--- config.mk ---
export PLATFORM = sky130hd
export DESIGN_NAME = fetch_exec_ctrl
export DESIGN_NICKNAME = d
export VERILOG_FILES = /design/src/rtl/fetch_exec_ctrl.sv
export SDC_FILE = /design/constraint.sdc
export NUM_CORES = 1
export LEC_CHECK = 0
export ABC_AREA = 1
export CORE_UTILIZATION = 30
export DETAILED_ROUTE_END_ITERATION = 16
export GPL_TIMING_DRIVEN = 1
export PLACE_DENSITY = 0.61
export SETUP_SLACK_MARGIN = 0.3
export SYNTH_ARGS = -nofsm -noshare
export SYNTH_HDL_FRONTEND = slang
export SYNTH_SLANG_ARGS = --single-unit
--- constraint.sdc ---
create_clock -name Clock -period 2.2 [get_ports Clock]
set_input_delay 0.44 -clock Clock [delete_from_list [all_inputs] [get_ports Clock]]
set_output_delay 0.44 -clock Clock [all_outputs]
set_load 0.005 [all_outputs]
--- src/rtl/fetch_exec_ctrl.sv ---
// fetch_exec_ctrl: multi-cycle accumulator CPU controller driving a 32x8 registered-read RAM
module fetch_exec_ctrl #(
  parameter int ADDR_W = 5,
  parameter int DATA_W = 8
) (
  input  logic              Clock,
  input  logic              Reset,
  input  logic [DATA_W-1:0] In_Data,
  input  logic              In_Valid,
  output logic              In_Ready,
  input  logic [DATA_W-1:0] Mem_Data_Out,
  output logic [ADDR_W-1:0] Mem_Addr,
  output logic              Mem_WE,
  output logic [DATA_W-1:0] Mem_Data_In,
  output logic              Mem_Init,
  output logic [DATA_W-1:0] Acc_Out,
  output logic [ADDR_W-1:0] PC_Out,
  output logic              Halted
);
  localparam logic [2:0] S_INIT   = 3'd0;
  localparam logic [2:0] S_FETCH  = 3'd1;
  localparam logic [2:0] S_DECODE = 3'd2;
  localparam logic [2:0] S_EXEC   = 3'd3;
  localparam logic [2:0] S_MEMRD  = 3'd4;
  localparam logic [2:0] S_INWAIT = 3'd5;
  localparam logic [2:0] S_HALT   = 3'd6;
  localparam logic [2:0] OP_LOAD  = 3'd0;
  localparam logic [2:0] OP_STORE = 3'd1;
  localparam logic [2:0] OP_ADD   = 3'd2;
  localparam logic [2:0] OP_SUB   = 3'd3;
  localparam logic [2:0] OP_IN    = 3'd4;
  localparam logic [2:0] OP_JZ    = 3'd5;
  localparam logic [2:0] OP_JNC   = 3'd6;
  logic [2:0]        state_q, state_d;
  logic [ADDR_W-1:0] pc_q, pc_d;
  logic [DATA_W-1:0] acc_q, acc_d;
  logic              c_q, c_d;
  logic [DATA_W-1:0] ir_q, ir_d;
  logic [2:0]        op;
  logic [ADDR_W-1:0] m;
  logic [DATA_W:0]   alu;
  logic              mem_op;
  assign op  = ir_q[DATA_W-1 -: 3];
  assign m   = ir_q[ADDR_W-1:0];
  // Extra top bit is carry-out for ADD and borrow (A<M) for SUB
  assign alu = (op == OP_SUB) ? {1'b0, acc_q} - {1'b0, Mem_Data_Out}
                              : {1'b0, acc_q} + {1'b0, Mem_Data_Out};
  assign mem_op      = (state_q == S_EXEC) && (op == OP_LOAD || op == OP_STORE || op == OP_ADD || op == OP_SUB);
  assign Mem_Addr    = (state_q == S_FETCH) ? pc_q : mem_op ? m : '0;
  assign Mem_WE      = (state_q == S_EXEC) && (op == OP_STORE);
  assign Mem_Init    = (state_q == S_INIT) && !Reset;
  assign Mem_Data_In = acc_q;
  assign Acc_Out     = acc_q;
  assign PC_Out      = pc_q;
  assign Halted      = (state_q == S_HALT);
  assign In_Ready    = (state_q == S_INWAIT);
  // Next-state and datapath updates for the fetch/decode/execute sequence
  always_comb begin
    state_d = state_q;
    pc_d    = pc_q;
    acc_d   = acc_q;
    c_d     = c_q;
    ir_d    = ir_q;
    case (state_q)
      S_INIT:   state_d = S_FETCH;
      S_FETCH:  state_d = S_DECODE;
      S_DECODE: begin
        ir_d    = Mem_Data_Out;
        pc_d    = pc_q + 1'b1;
        state_d = S_EXEC;
      end
      S_EXEC: begin
        state_d = (op == OP_LOAD || op == OP_ADD || op == OP_SUB) ? S_MEMRD :
                  (op == OP_IN) ? S_INWAIT : (op == 3'd7) ? S_HALT : S_FETCH;
        pc_d    = ((op == OP_JZ && acc_q == '0) || (op == OP_JNC && !c_q)) ? m : pc_q;
      end
      S_MEMRD: begin
        acc_d   = (op == OP_LOAD) ? Mem_Data_Out : alu[DATA_W-1:0];
        c_d     = (op == OP_LOAD) ? c_q : alu[DATA_W];
        state_d = S_FETCH;
      end
      S_INWAIT: begin
        acc_d   = In_Valid ? In_Data : acc_q;
        state_d = In_Valid ? S_FETCH : S_INWAIT;
      end
      S_HALT:   state_d = S_HALT;
      default:  state_d = S_INIT;
    endcase
  end
  // State and architectural registers, cleared asynchronously by Reset
  always_ff @(posedge Clock or posedge Reset) begin
    if (Reset) begin
      state_q <= S_INIT;
      pc_q    <= '0;
      acc_q   <= '0;
      c_q     <= 1'b0;
      ir_q    <= '0;
    end else begin
      state_q <= state_d;
      pc_q    <= pc_d;
      acc_q   <= acc_d;
      c_q     <= c_d;
      ir_q    <= ir_d;
    end
  end
endmodule

# ---- After elaboration in Yosys (flattened, before gate mapping)
# Index checks and enable logic that the tools add are counted.
dict set report word_totals {
  regBits 25
  wordCells 59
  inputBits 19
}
dict set report op_classes {
  eq_ne 15
  n_addsub 3
  bitwise 1
  n_reduce_logical 22
  n_mux 13
}
# cell count
set op_table {}
lappend op_table {{equality test 3 bit, second input constant} 7}
lappend op_table {{case mux 3 bit (6 select lines)} 1}
lappend op_table {{two-way mux 8 bit} 2}
lappend op_table {{case mux 8 bit (2 select lines)} 1}
lappend op_table {{two-way mux 5 bit} 3}
lappend op_table {{equality test 3 x 2 -> 1 bit, second input constant} 4}
lappend op_table {{two-way mux 3 bit} 4}
lappend op_table {{case mux 5 bit (2 select lines)} 1}
lappend op_table {{adder 8 x 8 -> 9 bit} 1}
lappend op_table {{two-way mux 9 bit} 1}
lappend op_table {{subtractor 8 x 8 -> 9 bit} 1}
lappend op_table {{logical NOT 8 bit} 1}
lappend op_table {{equality test 3 x 1 -> 1 bit, second input constant} 2}
lappend op_table {{logical NOT 3 bit} 2}
lappend op_table {{logical OR 1 bit} 6}
lappend op_table {{AND reduction 2 bit} 3}
lappend op_table {{adder 5 x 1 -> 5 bit, second input constant} 1}
lappend op_table {{logical AND 1 bit} 5}
lappend op_table {{nonzero test 2 bit} 2}
lappend op_table {{logical NOT 1 bit} 2}
lappend op_table {{!= test 2 x 1 -> 1 bit, second input constant} 1}
lappend op_table {{!= test 2 bit, second input constant} 1}
lappend op_table {{OR reduction 2 bit} 1}
lappend op_table {{NOT 1 bit} 1}

# ---- Logic depth before layout (Yosys ltp)
dict set report logic_depth {
  ltp_word 7
  depth_mapped 18
  ltp_nobuf 18
}

# ---- Worst setup path after synthesis
# OpenSTA, ideal clock, no wires.
dict set report synth_timing {
  path_kind {in2reg}
  start {in Mem_Data_Out[1]}
  end {reg acc_q[7], in the netlist Acc_Out[7]}
  required_time_ns 2.083
  arrival_ns 2.056
  setup_ns 0.117
  cell_stages 17
  setup_slack_ns 0.028
  path_cell_list {inv_1 ha_1 nand3_1 nor2_1 nand2_1 nand2_1 xor2_1 inv_1 ha_1 nand2_1 inv_1 a21oi_1 nand3_1 nand3_1 nand2_1 nand2_1 nand2_1}
}
dict set report synth_via {
  elab_chain_cells 4
  elab_cells_between_ends 5
  cone_classes {add/sub (2); mux (3)}
}
# item line
set synth_lines {}
lappend synth_lines {{start, declared} 11} ;# input logic [DATA_W-1:0] Mem_Data_Out,
lappend synth_lines {{adder 8 x 8 -> 9 bit / subtractor 8 x 8 -> 9 bit (equally long branches)} {47, 46}}
lappend synth_lines {{two-way mux 9 bit (*)} 46} ;# assign alu = (op == OP_SUB) ? {1'b0, acc_q} - {1'b0, Mem_Data_Out}
lappend synth_lines {{two-way mux 8 bit (*)} 78} ;# acc_d = (op == OP_LOAD) ? Mem_Data_Out : alu[DATA_W-1:0];
lappend synth_lines {{case mux 8 bit (2 select lines) (*)} 64} ;# case (state_q)
lappend synth_lines {{end signal, assigned} 95} ;# acc_q <= '0;
lappend synth_lines {{end signal, assigned} 101} ;# acc_q <= acc_d;
lappend synth_lines {{end, declared} 36} ;# logic [DATA_W-1:0] acc_q, acc_d;
# Every way passes the cells marked *; elsewhere a longest branch is shown, timed or not.
# A chain may end at the register's enable or synchronous reset.

# ---- Final worst setup path
dict set report layout_timing {
  start {in Mem_Data_Out[2]}
  end {reg c_q}
}
dict set report layout_via {
  elab_chain_cells 2
  elab_cells_between_ends 3
  cone_classes {add/sub (2); mux (1)}
}
# item line
set layout_lines {}
lappend layout_lines {{adder 8 x 8 -> 9 bit / subtractor 8 x 8 -> 9 bit (equally long branches)} {47, 46}}
lappend layout_lines {{two-way mux 9 bit (*)} 46}
lappend layout_lines {{end signal, assigned} 96} ;# c_q <= 1'b0;
lappend layout_lines {{end signal, assigned} 102} ;# c_q <= c_d;
lappend layout_lines {{end, declared} 37} ;# logic c_q, c_d;
# Marks and branches as above.

==> flow_metrics.env <==
export IMPL_final_nets=426
export IMPL_start_util_pct=31.2
export IMPL_dieWidth_um=86.1
export IMPL_design_core_area_sq_um=6790
export IMPL_drt_iter0_drc=101
export IMPL_syn2layout_area_growth_pct=49.8
export IMPL_pwr_density_cell_nw_per_um2=1460
export IMPL_path_max_fanout=4
export IMPL_min_path_type="in2reg"
export IMPL_reg2reg_slack_ns=0.11
export IMPL_layout_setup_ws_ns=0.0784
export IMPL_ys_seq_area_share_pct=29.5
export IMPL_viasPerCell=4.64
export IMPL_yosys_area_top_type_share_pct=29.5
export IMPL_fin_cells=491
export IMPL_synthDistinctLibCells=30
export IMPL_whs_ns=0.473
export IMPL_dr_pass1_iters=4
export IMPL_skew_ns=0.00301
export IMPL_dp_slack_ns=-0.562
export IMPL_synth_seq_cells=25
export IMPL_final_cell_mix="72 x nand2_1, 37 x inv_1, 33 x clkdlybuf4s50_1, 33 x buf_4, 24 x nand3_1"
export IMPL_arrival_ns=2.30
export IMPL_dpl_hpwl_um=4670
export IMPL_cts_tree="yes"
export IMPL_ios=49
export IMPL_min_delay_worst_endpoint="ir_q[0]$_DFFE_PP0P_"
export IMPL_clkLatencyLatePin_ns=0.27
export IMPL_grt_max_degree=26
export IMPL_die_h_um=86.1
export IMPL_wire_per_inst_um=13.0
export IMPL_cts_sinks=25
export IMPL_dieArea_sq_um=7410
export IMPL_min_path_cells=3
export IMPL_gp_congestion=0.848
export IMPL_slew_violations=0
export IMPL_max_freq_mhz=471
export IMPL_cp_data_required_time_ns=2.38
export IMPL_cts_buffer_depth=2
export IMPL_r2r_start="ir_q[5]$_DFFE_PP0P_"
export IMPL_finalCritPeriodShare_pct=96.4
export IMPL_hp_start="Mem_Data_Out[0]"
export IMPL_netlist_instances=319
export IMPL_overflow=0
export IMPL_grt_pass1_wl_um=10300
export IMPL_first_global_vias=2207
export IMPL_numCtsBuffers=3
export IMPL_power_mw=4.63
export IMPL_postCtsHoldBufs=0
export IMPL_diodes=0
export IMPL_finalSetupTns_ns=0
export IMPL_avgSynthCellArea_sq_um=6.64
export IMPL_worst_setup_path_type="in2reg"
export IMPL_antenna_found_initial=0
export IMPL_drc=0
export IMPL_cts_root_buffer="clkbuf_8"
export IMPL_regToRegEndpoint="c_q$_DFFE_PP0P_"
export IMPL_ff2ff_path_depth=13
export IMPL_yosysWarnings=0
export IMPL_startpoint_type="input port"
export IMPL_cts_max_level=1
export IMPL_rsz0062_at_grt="yes"
export IMPL_finalHoldViolCount=0
export IMPL_syn_area_sq_um=2120
export IMPL_num_rows=30
export IMPL_power_leakage_nw=1.57
export IMPL_routed_wl_um=6390
export IMPL_ant_nets=0
export IMPL_port_buffer_count=48
export IMPL_layout_commonest_cell="nand2_1"
export IMPL_status="complete, no violations"
export IMPL_worst_slew_pin_transition_ns=0.475
export IMPL_period_needed_ns=2.12
export IMPL_yosys_area_top_type="dfrtp_1"
export IMPL_drive_gt1_share_pct=30.4
export IMPL_crit_path_end_kind="flop"
export IMPL_syn_num_nets=349
export IMPL_ys_top_cells_by_area="dfrtp_1 30%, nand2_1 15%, inv_1 8.5%"
export IMPL_dpl_cell_count=477
export IMPL_grt_use_total_pct=17.7
export IMPL_relSlewSlack_pct=68.3
export IMPL_peakVddDrop_mv=0.568
export IMPL_max_cap_viol_count=0
export IMPL_clkTransAtPathRegs_ns=0.10
export IMPL_via_count=2280
export IMPL_setup_viol=0
## cells in the mapped netlist
library cell and n:
nand2_1 86, inv_1 48, dfrtp_1 25, nand3_1 25, nor2_1 25, o21ai_0 24, a21oi_1 10, ha_1 10
buf_4 9, o22ai_1 8, xor2_1 7, inv_2 5, nor3_1 5, or2_2 4, buf_2 3, nand2_2 3
nor2_4 3, a211oi_1 2, nand2_4 2, nand3b_1 2, nand4_1 2, o21ai_1 2, o21ai_2 2, buf_6 1
fa_1 1, inv_4 1, nor2_2 1, o21a_1 1, o221ai_1 1, o311ai_0 1
## cell families after synthesis
family          count (synthesis)  share of synthesized area (%)
simple gates                  158                           33.1
flops                          25                           29.5
fa+ha+maj                      11                           6.85
buf+inv                        67                           14.1
xor+xnor                        7                           2.89
compound gates                 51                           13.6
## worst max-delay path, cell delays in order
cell and delay (ns):
clkdlybuf4s15_2 0.20, nor3_2 0.21, nand3_1 0.16, nand2_1 0.14, xor2_1 0.19, ha_2 0.34
a21oi_2 0.20, o21a_1 0.17, nand2_1 0.06, nand2_1 0.06, nand2_1 0.04, nand2_1 0.05
nand2_1 0.04
## metal layers
layer,vias to the layer above,track usage [%],wire (um)
met5,-,0,0
met4,0,4.09,64
met3,7,2.12,243
met2,60,31.7,3160
met1,1048,22.5,2920
li1,1165,-,-
## worst max path at each step
| stage | start | to | slack (ns) | cells after the start |
|---|---|---|---|---|
| 6_report | Mem_Data_Out[2] | c_q$_DFFE_PP0P_ | 0.08 | 13 |
| 5_1_grt | Mem_Data_Out[2] | c_q$_DFFE_PP0P_ | -0.08 | 13 |
| 4_1_cts | Mem_Data_Out[1] | Acc_Out[7]$_DFFE_PP0P_ | 0.09 | 20 |
| 3_5_place_dp | Mem_Data_Out[1] | Acc_Out[7]$_DFFE_PP0P_ | -0.56 | 17 |
| 3_3_place_gp | Mem_Data_Out[0] | c_q$_DFFE_PP0P_ | -0.53 | 13 |
| 2_1_floorplan | Mem_Data_Out[1] | Acc_Out[7]$_DFFE_PP0P_ | 0.20 | 18 |
## state kept, by name (all words and copies together), names as in the netlist
register / count
Acc_Out: 8
PC_Out: 5
c_q: 1
ir_q: 8
state_q: 3
## report_power, final
part           leakage (nW)  switching [mW]  total (mW)  internal, mW
Combinational          1.24            1.77        3.39          1.62
Sequential            0.304           0.260       0.940         0.680
Clock                0.0228           0.162       0.292         0.130
## through the flow
step	instance area (sq um)	utilization [%]
4_1_cts	3030	44.6
3_5_place_dp	2910	42.8
2_1_floorplan	2200	-
3_3_place_gp	2910	42.8
5_1_grt	3180	46.7
6_report	3180	46.7
## area by class of cell
class | count | area, sq um
clock buffers | 4 | 45.0
fillers | 692 | 3620
inverters | 54 | 235
multi-input cells | 227 | 1410
flip-flops and latches | 25 | 628
well taps | 96 | 120
repair buffers | 85 | 734
## repair_timing
action,in CTS,in global routing
setup buffers,6,4
endpoints found under the setup margin,17,15
resized for setup,61,38
pin swaps,25,24
Power figures use the tool's default switching activity.
